$ cat config.mk
export PLATFORM = sky130hd
export DESIGN_NAME = serial_frame_rx
export DESIGN_NICKNAME = d
export VERILOG_FILES = /design/src/rtl/serial_frame_rx.sv
export SDC_FILE = /design/constraint.sdc
export NUM_CORES = 1
export LEC_CHECK = 0
export BUFFER_PORTS_ARGS = -buffer_cell sky130_fd_sc_hd__buf_4
export CORE_AREA = 2 2 80 82
export DETAILED_ROUTE_END_ITERATION = 10
export DIE_AREA = 0 0 82 84
export GPL_TIMING_DRIVEN = 0
export PLACE_DENSITY = 0.75
export SLEW_MARGIN = 40
export SYNTH_ARGS = -nofsm -noshare
export SYNTH_HDL_FRONTEND = slang
export SYNTH_SLANG_ARGS = --single-unit
export TNS_END_PERCENT = 1
$ cat constraint.sdc
create_clock -name SCLK -period 4.45 [get_ports SCLK]
set_input_delay 0 -clock SCLK [delete_from_list [all_inputs] [get_ports SCLK]]
set_output_delay 0 -clock SCLK [all_outputs]
set_load 0.05 [all_outputs]
$ cat src/rtl/serial_frame_rx.sv
// ---------------------------------------------------------------------------
// serial_frame_rx
// Receive-side deserializer for the MSDAP stereo serial interface. DCLK,
// Frame, InputL and InputR are oversampled in the SCLK domain. Each falling
// edge of the synchronized DCLK samples one bit of the left and right words,
// most significant bit first. Every complete 16-bit pair is presented in
// parallel together with a one-cycle strobe.
//
// Ports
//   SCLK       system clock, the only clock
//   Reset_n    asynchronous active-low reset
//   DCLK       serial data clock, asynchronous to SCLK, may stall low
//   Frame      high during the MSB bit period of each word
//   InputL/R   left / right serial data, MSB first
//   Enable     receiver enable; low aborts any partial word
//   DataL/R    last complete left / right word
//   WordValid  one-SCLK pulse when DataL/DataR update
//   FrameErr   one-SCLK pulse when Frame arrives in the middle of a word
//   Busy       high while a word is partially received
// ---------------------------------------------------------------------------
module serial_frame_rx #(
    parameter int WORD_W      = 16,
    parameter int SYNC_STAGES = 2
) (
    input  logic              SCLK,
    input  logic              Reset_n,
    input  logic              DCLK,
    input  logic              Frame,
    input  logic              InputL,
    input  logic              InputR,
    input  logic              Enable,
    output logic [WORD_W-1:0] DataL,
    output logic [WORD_W-1:0] DataR,
    output logic              WordValid,
    output logic              FrameErr,
    output logic              Busy
);

    localparam int CNT_W = $clog2(WORD_W) + 1;
    localparam logic [CNT_W-1:0] CNT_ZERO = {CNT_W{1'b0}};
    localparam logic [CNT_W-1:0] CNT_ONE  = {{(CNT_W-1){1'b0}}, 1'b1};
    localparam logic [CNT_W-1:0] CNT_LAST = CNT_W'(WORD_W - 1);

    typedef enum logic [0:0] {
        S_IDLE = 1'b0,
        S_RECV = 1'b1
    } state_t;

    logic [SYNC_STAGES-1:0] dclk_sync_r;
    logic [SYNC_STAGES-1:0] frame_sync_r;
    logic [SYNC_STAGES-1:0] inl_sync_r;
    logic [SYNC_STAGES-1:0] inr_sync_r;
    logic                   dclk_prev_r;

    state_t            state_r,   state_nxt_s;
    logic [CNT_W-1:0]  cnt_r,     cnt_nxt_s;
    logic [WORD_W-1:0] shl_r,     shl_nxt_s;
    logic [WORD_W-1:0] shr_r,     shr_nxt_s;
    logic [WORD_W-1:0] data_l_r,  data_l_nxt_s;
    logic [WORD_W-1:0] data_r_r,  data_r_nxt_s;
    logic              valid_r,   valid_nxt_s;
    logic              err_r,     err_nxt_s;
    logic              busy_r;

    logic              dclk_s, frame_s, inl_s, inr_s, sample_s;
    logic [WORD_W-1:0] shl_shift_s, shr_shift_s;
    logic [WORD_W-1:0] shl_load_s,  shr_load_s;

    // All four lines take the same path, so DCLK and its data stay aligned.
    assign dclk_s   = dclk_sync_r[SYNC_STAGES-1];
    assign frame_s  = frame_sync_r[SYNC_STAGES-1];
    assign inl_s    = inl_sync_r[SYNC_STAGES-1];
    assign inr_s    = inr_sync_r[SYNC_STAGES-1];
    // The transmitter changes data on DCLK rise, so the fall is mid-bit.
    assign sample_s = dclk_prev_r & ~dclk_s;

    // The shift registers fill from the LSB. After WORD_W bits, the first
    // bit (the MSB) has moved into bit WORD_W-1.
    assign shl_shift_s = {shl_r[WORD_W-2:0], inl_s};
    assign shr_shift_s = {shr_r[WORD_W-2:0], inr_s};
    assign shl_load_s  = {{(WORD_W-1){1'b0}}, inl_s};
    assign shr_load_s  = {{(WORD_W-1){1'b0}}, inr_s};

    // Input synchronizers and the DCLK edge-detect history.
    always_ff @(posedge SCLK or negedge Reset_n) begin
        if (!Reset_n) begin
            dclk_sync_r  <= {SYNC_STAGES{1'b0}};
            frame_sync_r <= {SYNC_STAGES{1'b0}};
            inl_sync_r   <= {SYNC_STAGES{1'b0}};
            inr_sync_r   <= {SYNC_STAGES{1'b0}};
            dclk_prev_r  <= 1'b0;
        end else begin
            dclk_sync_r  <= {dclk_sync_r[SYNC_STAGES-2:0],  DCLK};
            frame_sync_r <= {frame_sync_r[SYNC_STAGES-2:0], Frame};
            inl_sync_r   <= {inl_sync_r[SYNC_STAGES-2:0],   InputL};
            inr_sync_r   <= {inr_sync_r[SYNC_STAGES-2:0],   InputR};
            dclk_prev_r  <= dclk_s;
        end
    end

    // Next-state, word assembly and output-strobe decode.
    always_comb begin
        state_nxt_s  = state_r;
        cnt_nxt_s    = cnt_r;
        shl_nxt_s    = shl_r;
        shr_nxt_s    = shr_r;
        data_l_nxt_s = data_l_r;
        data_r_nxt_s = data_r_r;
        valid_nxt_s  = 1'b0;
        err_nxt_s    = 1'b0;
        if (!Enable) begin
            // Drop any partial word. DataL/DataR keep the last good pair.
            state_nxt_s = S_IDLE;
            cnt_nxt_s   = CNT_ZERO;
            shl_nxt_s   = {WORD_W{1'b0}};
            shr_nxt_s   = {WORD_W{1'b0}};
        end else begin
            case (state_r)
                S_IDLE: begin
                    if (sample_s && frame_s) begin
                        shl_nxt_s   = shl_load_s;
                        shr_nxt_s   = shr_load_s;
                        cnt_nxt_s   = CNT_ONE;
                        state_nxt_s = S_RECV;
                    end else begin
                        state_nxt_s = S_IDLE;
                    end
                end
                S_RECV: begin
                    if (sample_s && frame_s) begin
                        // Frame arrived mid-word: abandon the partial word
                        // and treat this bit as the MSB of a new one.
                        err_nxt_s = 1'b1;
                        shl_nxt_s = shl_load_s;
                        shr_nxt_s = shr_load_s;
                        cnt_nxt_s = CNT_ONE;
                    end else if (sample_s) begin
                        shl_nxt_s = shl_shift_s;
                        shr_nxt_s = shr_shift_s;
                        if (cnt_r == CNT_LAST) begin
                            data_l_nxt_s = shl_shift_s;
                            data_r_nxt_s = shr_shift_s;
                            valid_nxt_s  = 1'b1;
                            cnt_nxt_s    = CNT_ZERO;
                            state_nxt_s  = S_IDLE;
                        end else begin
                            cnt_nxt_s = cnt_r + CNT_ONE;
                        end
                    end else begin
                        // DCLK idle or stalled: hold position in the word.
                        state_nxt_s = S_RECV;
                    end
                end
                default: begin
                    state_nxt_s = S_IDLE;
                    cnt_nxt_s   = CNT_ZERO;
                end
            endcase
        end
    end

    // Receiver state and registered outputs.
    always_ff @(posedge SCLK or negedge Reset_n) begin
        if (!Reset_n) begin
            state_r  <= S_IDLE;
            cnt_r    <= CNT_ZERO;
            shl_r    <= {WORD_W{1'b0}};
            shr_r    <= {WORD_W{1'b0}};
            data_l_r <= {WORD_W{1'b0}};
            data_r_r <= {WORD_W{1'b0}};
            valid_r  <= 1'b0;
            err_r    <= 1'b0;
            busy_r   <= 1'b0;
        end else begin
            state_r  <= state_nxt_s;
            cnt_r    <= cnt_nxt_s;
            shl_r    <= shl_nxt_s;
            shr_r    <= shr_nxt_s;
            data_l_r <= data_l_nxt_s;
            data_r_r <= data_r_nxt_s;
            valid_r  <= valid_nxt_s;
            err_r    <= err_nxt_s;
            busy_r   <= (state_nxt_s == S_RECV);
        end
    end

    assign DataL     = data_l_r;
    assign DataR     = data_r_r;
    assign WordValid = valid_r;
    assign FrameErr  = err_r;
    assign Busy      = busy_r;

endmodule
* Word level (Yosys, flattened, before mapping)
Index checks and enable logic that the tools add are counted.
** Cells by class
- Equal/unequal tests :: 3
- Bitwise logic cells :: 4
- Add/sub/neg operators :: 1
- Reductions and logical operators :: 3
- Mux-type cells :: 29
** Operator list (count)
- 15-bit two-way mux :: 8
- 15-bit case mux with 2 select lines :: 2
- 5-bit two-way mux :: 5
- 1-bit two-way mux :: 12
- 5-bit case mux with 2 select lines :: 1
- 5-bit by 1-bit adder with 5-bit output, second input constant :: 1
- 5-bit by 4-bit == test with 1-bit output, second input constant :: 1
- 5-bit AND reduction :: 1
- 4-bit by 2-bit inequality test with 1-bit output, second input constant :: 1
- 3-bit inequality test, second input constant :: 1
- 1-bit inverter :: 3
- 1-bit case mux with 2 select lines :: 1
- 2-bit AND reduction :: 1
- 1-bit bitwise AND :: 1
- 1-bit logical AND :: 1
** Word-level totals
- Register bits :: 79
- Output and inout bits :: 35
- Word-level logic and storage cells :: 53

* Logic depth before layout (Yosys ltp)
- Word-level depth :: 6
- Gate-level depth with buffers :: 6

* Worst setup path before layout
No wires, ideal clock.
- Kind :: flip-flop to flip-flop
- Start point :: register Busy (netlist name)
- End point :: register data_l_r[15], in the netlist DataL[15]
- Buffers on the path :: 1
- Path slack :: 2549 ps
- Data arrival time :: 1776 ps
- Setup time :: 125 ps
- Stages on the path, launching flop included :: 5
- Cells stage by stage :: dfrtp_1 > nand2_1 > nor4_4 > buf_6 > mux2_2
** RTL lines
- end signal: assignment :: line 169 : data_l_r <= {WORD_W{1'b0}};
- end signal: assignment :: line 179 : data_l_r <= data_l_nxt_s;
- end: declaration :: line 59 : logic [WORD_W-1:0] data_l_r, data_l_nxt_s;

* Final worst setup path
- Start point :: register cnt_r[0]
- End point :: register data_r_r[2], in the netlist DataR[2]
** Between the ends
- Longest elaborated chain between the ends :: 2
** Ends and longest elaborated chain
- start: declaration :: line 56 : logic [CNT_W-1:0] cnt_r, cnt_nxt_s;
- start signal: assignment :: line 176 : cnt_r <= cnt_nxt_s;
- 5-bit by 4-bit == test with 1-bit output :: line 140 : if (cnt_r == CNT_LAST) begin
- 5-bit AND reduction (no source line)
- end signal: assignment :: line 170 : data_r_r <= {WORD_W{1'b0}};
- end signal: assignment :: line 180 : data_r_r <= data_r_nxt_s;
- end: declaration :: line 60 : logic [WORD_W-1:0] data_r_r, data_r_nxt_s;
No other way between the ends.
A chain may end at the register's enable or synchronous reset.

==> key figures <==
Yosys
  – EDFF count, synth: 0
  – Share of synthesized flip-flops with an asynchronous set or reset: 100%
  – Top-area cell type share of the netlist area: 67.5%
  – Synthesis Warnings: 0
  – Yosys reg bits: 79
  – Post-Synthesis Cells: 190
  – Top-count cell post-synth: dfrtp_1
  – Post-synthesis sequential area ratio: 67.5%
  – Yosys cell types: 30
  – Top cells by count, synth: 79 x dfrtp_1, 28 x a22o_1, 28 x mux2_2
  – Area contributors post-synth: dfrtp_1 67%, mux2_2 11%, a22o_1 8.4%
  – Synthesized cell area: 2930 um^2
  – Main synth FF type: dfrtp_1
  – Syn Area/Cell: 15.4 um^2
  – Dominant cell type by area after synthesis: dfrtp_1
  – Post-synth net total: 198

Timing
  – Final Setup Violations: 0
  – Worst-Margin Slew: 0.683 ns
  – Min cycle time layout: 2.07 ns
  – Maximum operating frequency: 0.483 GHz
  – Setup TNS: 0 ns
  – Fin. max-slew vios: 0
  – Final Skew: 0.00883 ns
  – Fin crit share: 46.5%
  – Worst setup margin: 2.38 ns
  – RSZ-0062 raised after global routing: no
  – Final Hold Fails: 0
  – Max-Slew Margin vs Limit: 54.4%

Placed design
  – Dpl hpwl: 3370 um
  – Post-place setup slack: 2.37 ns
  – I/O Buffers: 41
  – GPL Wtd Cong: 0.768

Cells and area
  – Total Nets Final: 255
  – Layout cells sized above 1: 36.1%
  – Fill cells: 505
  – Antenna cells: 0
  – Register area: 1980 um^2
  – P&R area growth vs syn: 22.2%
  – Multi-input logic area: 861 um^2

Pwr
  – Maximum vdd drop: 186 uV
  – Pwr dens: 360 nW/um^2
  – P_leak: 0.00183 uW

Drt
  – DR vias/cell: 5.39
  – DRC Markers: 0
  – Drt wl/cell: 15.6 um
  – Post-route ant nets: 0
  – Routed Wire Length: 5120 um
  – Pre-antenna DRT Iters: 4
  – DRC marker count from the first detailed-route iteration: 77
  – Detailed-route via count: 1773

Die
  – Row count: 29
  – Die width: 82 um
  – Starting Density: 48.1%
  – I/O pin count: 42
  – Core area: 6100 um^2
  – Die Height: 84 um
  – Die area: 6890 um^2

Critical path
  – Crit path kind: flip-flop to flip-flop
  – Critical path required time: 4.67 ns
  – Startpoint types: flip-flop
  – CP Cell Sequence: ha_1, nand4b_4, nor4_4, buf_6, mux2_2
  – Crit path arrival time: 2.29 ns
  – Worst path slowest cell: nor4_4
  – CP Capture Type: flip-flop
  – Bufs and invs on worst path: 1
  – Worst path top cell family by delay: simple AND/OR/NAND/NOR gates
  – CP Max Fanout: 10
  – Delay of the slowest critical-path stage: 0.50 ns

CTS
  – H-tree depth: 3
  – Hold Buf Count CTS: 5
  – CTS sink count: 79
  – Setup bufs post-CTS: 0
  – Root buf cell: clkbuf_8
  – Latest clock arrival within the worst-skew pair: 0.34 ns
  – CTS Buffer Depth: 2
  – TritonCTS Buffers: 9
  – TritonCTS clock tree: built
  – PostCTS Resize Cnt: 0
  – Clock Pin Slew Worst Setup and Hold Paths: 0.07 ns

Global routing
  – Number of global-route vias before repair: 1784
  – Initial antenna violation count: 0
  – Total track usage: 16.8%
  – GRT Residual Overflow: 0
  – Largest net degree at the start of global routing: 80
  – First-pass GRT wire length: 8630 um

Run
  – Max_cap viols: 0

Outcome
  – Outcome: completed

Hold path
  – Min-delay worst type: input pin to flip-flop
-- tightest hold or removal path, delay by kind of cell --
family | cells | cell delay, ns
buffers and inverters | 1 | 0.08
and+or+nand+nor | 2 | 0.26
-- cells by family (layout without fill, tap and decap cells) --
kind of cell,after synthesis,in the layout,share of synthesized area (%)
DFF,79,79,67.5
buffers and inverters,16,78,3.16
AOI/OAI and AO/OA,44,44,12.0
adders and majority gates,1,1,0.427
muxes,32,32,12.3
and+or+nand+nor,18,18,4.61
-- worst paths after layout --
path,startpoint,to,slack [ns],depth (start not counted)
worst max-delay path,cnt_r[0],DataR[2],2.38,5
worst min-delay path,Enable,FrameErr,0.05,3
worst max register to register,cnt_r[0],DataR[2],2.38,5
worst min register to register,dclk_sync_r[0],dclk_sync_r[1],0.35,0
max in group asynchronous,Reset_n,shl_r[4],3.74,2
min in group asynchronous,Reset_n,DataR[1],0.25,2
-- final cells by class --
class                           count  area share (%)
Timing Repair Buffer               46            10.1
Multi-Input combinational cell     95            24.0
Clock buffer                       13            4.16
Tap cell                           77            2.69
Inverter                            5           0.524
Buffer                             11            2.06
Clock inverter                      3            1.19
Sequential cell                    79            55.2
-- where the power goes --
part           leakage, uW  switching [uW]  internal [uW]
clock            0.0000936             240            274
combinational     0.000657            29.8           13.3
sequential         0.00108            6.12            724
total              0.00183             276           1010
-- through the flow --
stage	total power [uW]	std cells	hold WS [ns]	utilization, %	instance area, um^2
after detailed placement	785	308	0.0754	54.8	3340
after global placement	784	308	0.110	54.7	3330
final	1290	329	0.0458	58.7	3580
after global routing	1340	329	0.0597	58.7	3580
after floorplan	760	190	-0.296	-	2930
after CTS	1310	329	0.0263	58.7	3580
-- flip-flops by register name (all words and copies together), names as in the netlist --
name and flops:
dclk_sync_r 2, shr_r 15, shl_r 15, Busy 1, DataR 16, WordValid 1, inl_sync_r 2, dclk_prev_r 1
inr_sync_r 2, cnt_r 5, FrameErr 1, frame_sync_r 2, DataL 16
-- layout by cell type (no fill, tap or decap) --
cell            n
a32o_1          1
nand2_1         4
a31oi_1         3
nand3b_1        1
nor3_1          1
inv_1           5
bufinv_16       1
a21oi_1         1
nor4_4          1
o221ai_1        1
ha_1            1
buf_2           2
o211ai_1        3
o21a_1          1
clkbuf_8       10
or3b_2          1
nand4_1         1
nand4b_1        1
and4b_1         1
clkbuf_1        8
o31ai_1         1
mux2_1          4
dfrtp_1        79
buf_6           5
a21boi_0        1
dlygate4sd3_1   5
nand2b_1        1
clkinvlp_4      1
a22o_1         28
nor2_1          2
nand4b_4        1
o21ai_0         4
mux2_2         28
nand3_1         3
buf_4          40
clkinv_2        1
-- per-layer routing --
layer | track usage (%) | routed length, um | vias up
met1 | 22.9 | 2360 | 902
li1 | - | - | 817
met2 | 24.2 | 2420 | 46
met5 | 0 | 0 | -
met3 | 3.25 | 221 | 8
met4 | 10.9 | 116 | 0
No activity file was read; power rests on OpenSTA's default activity.
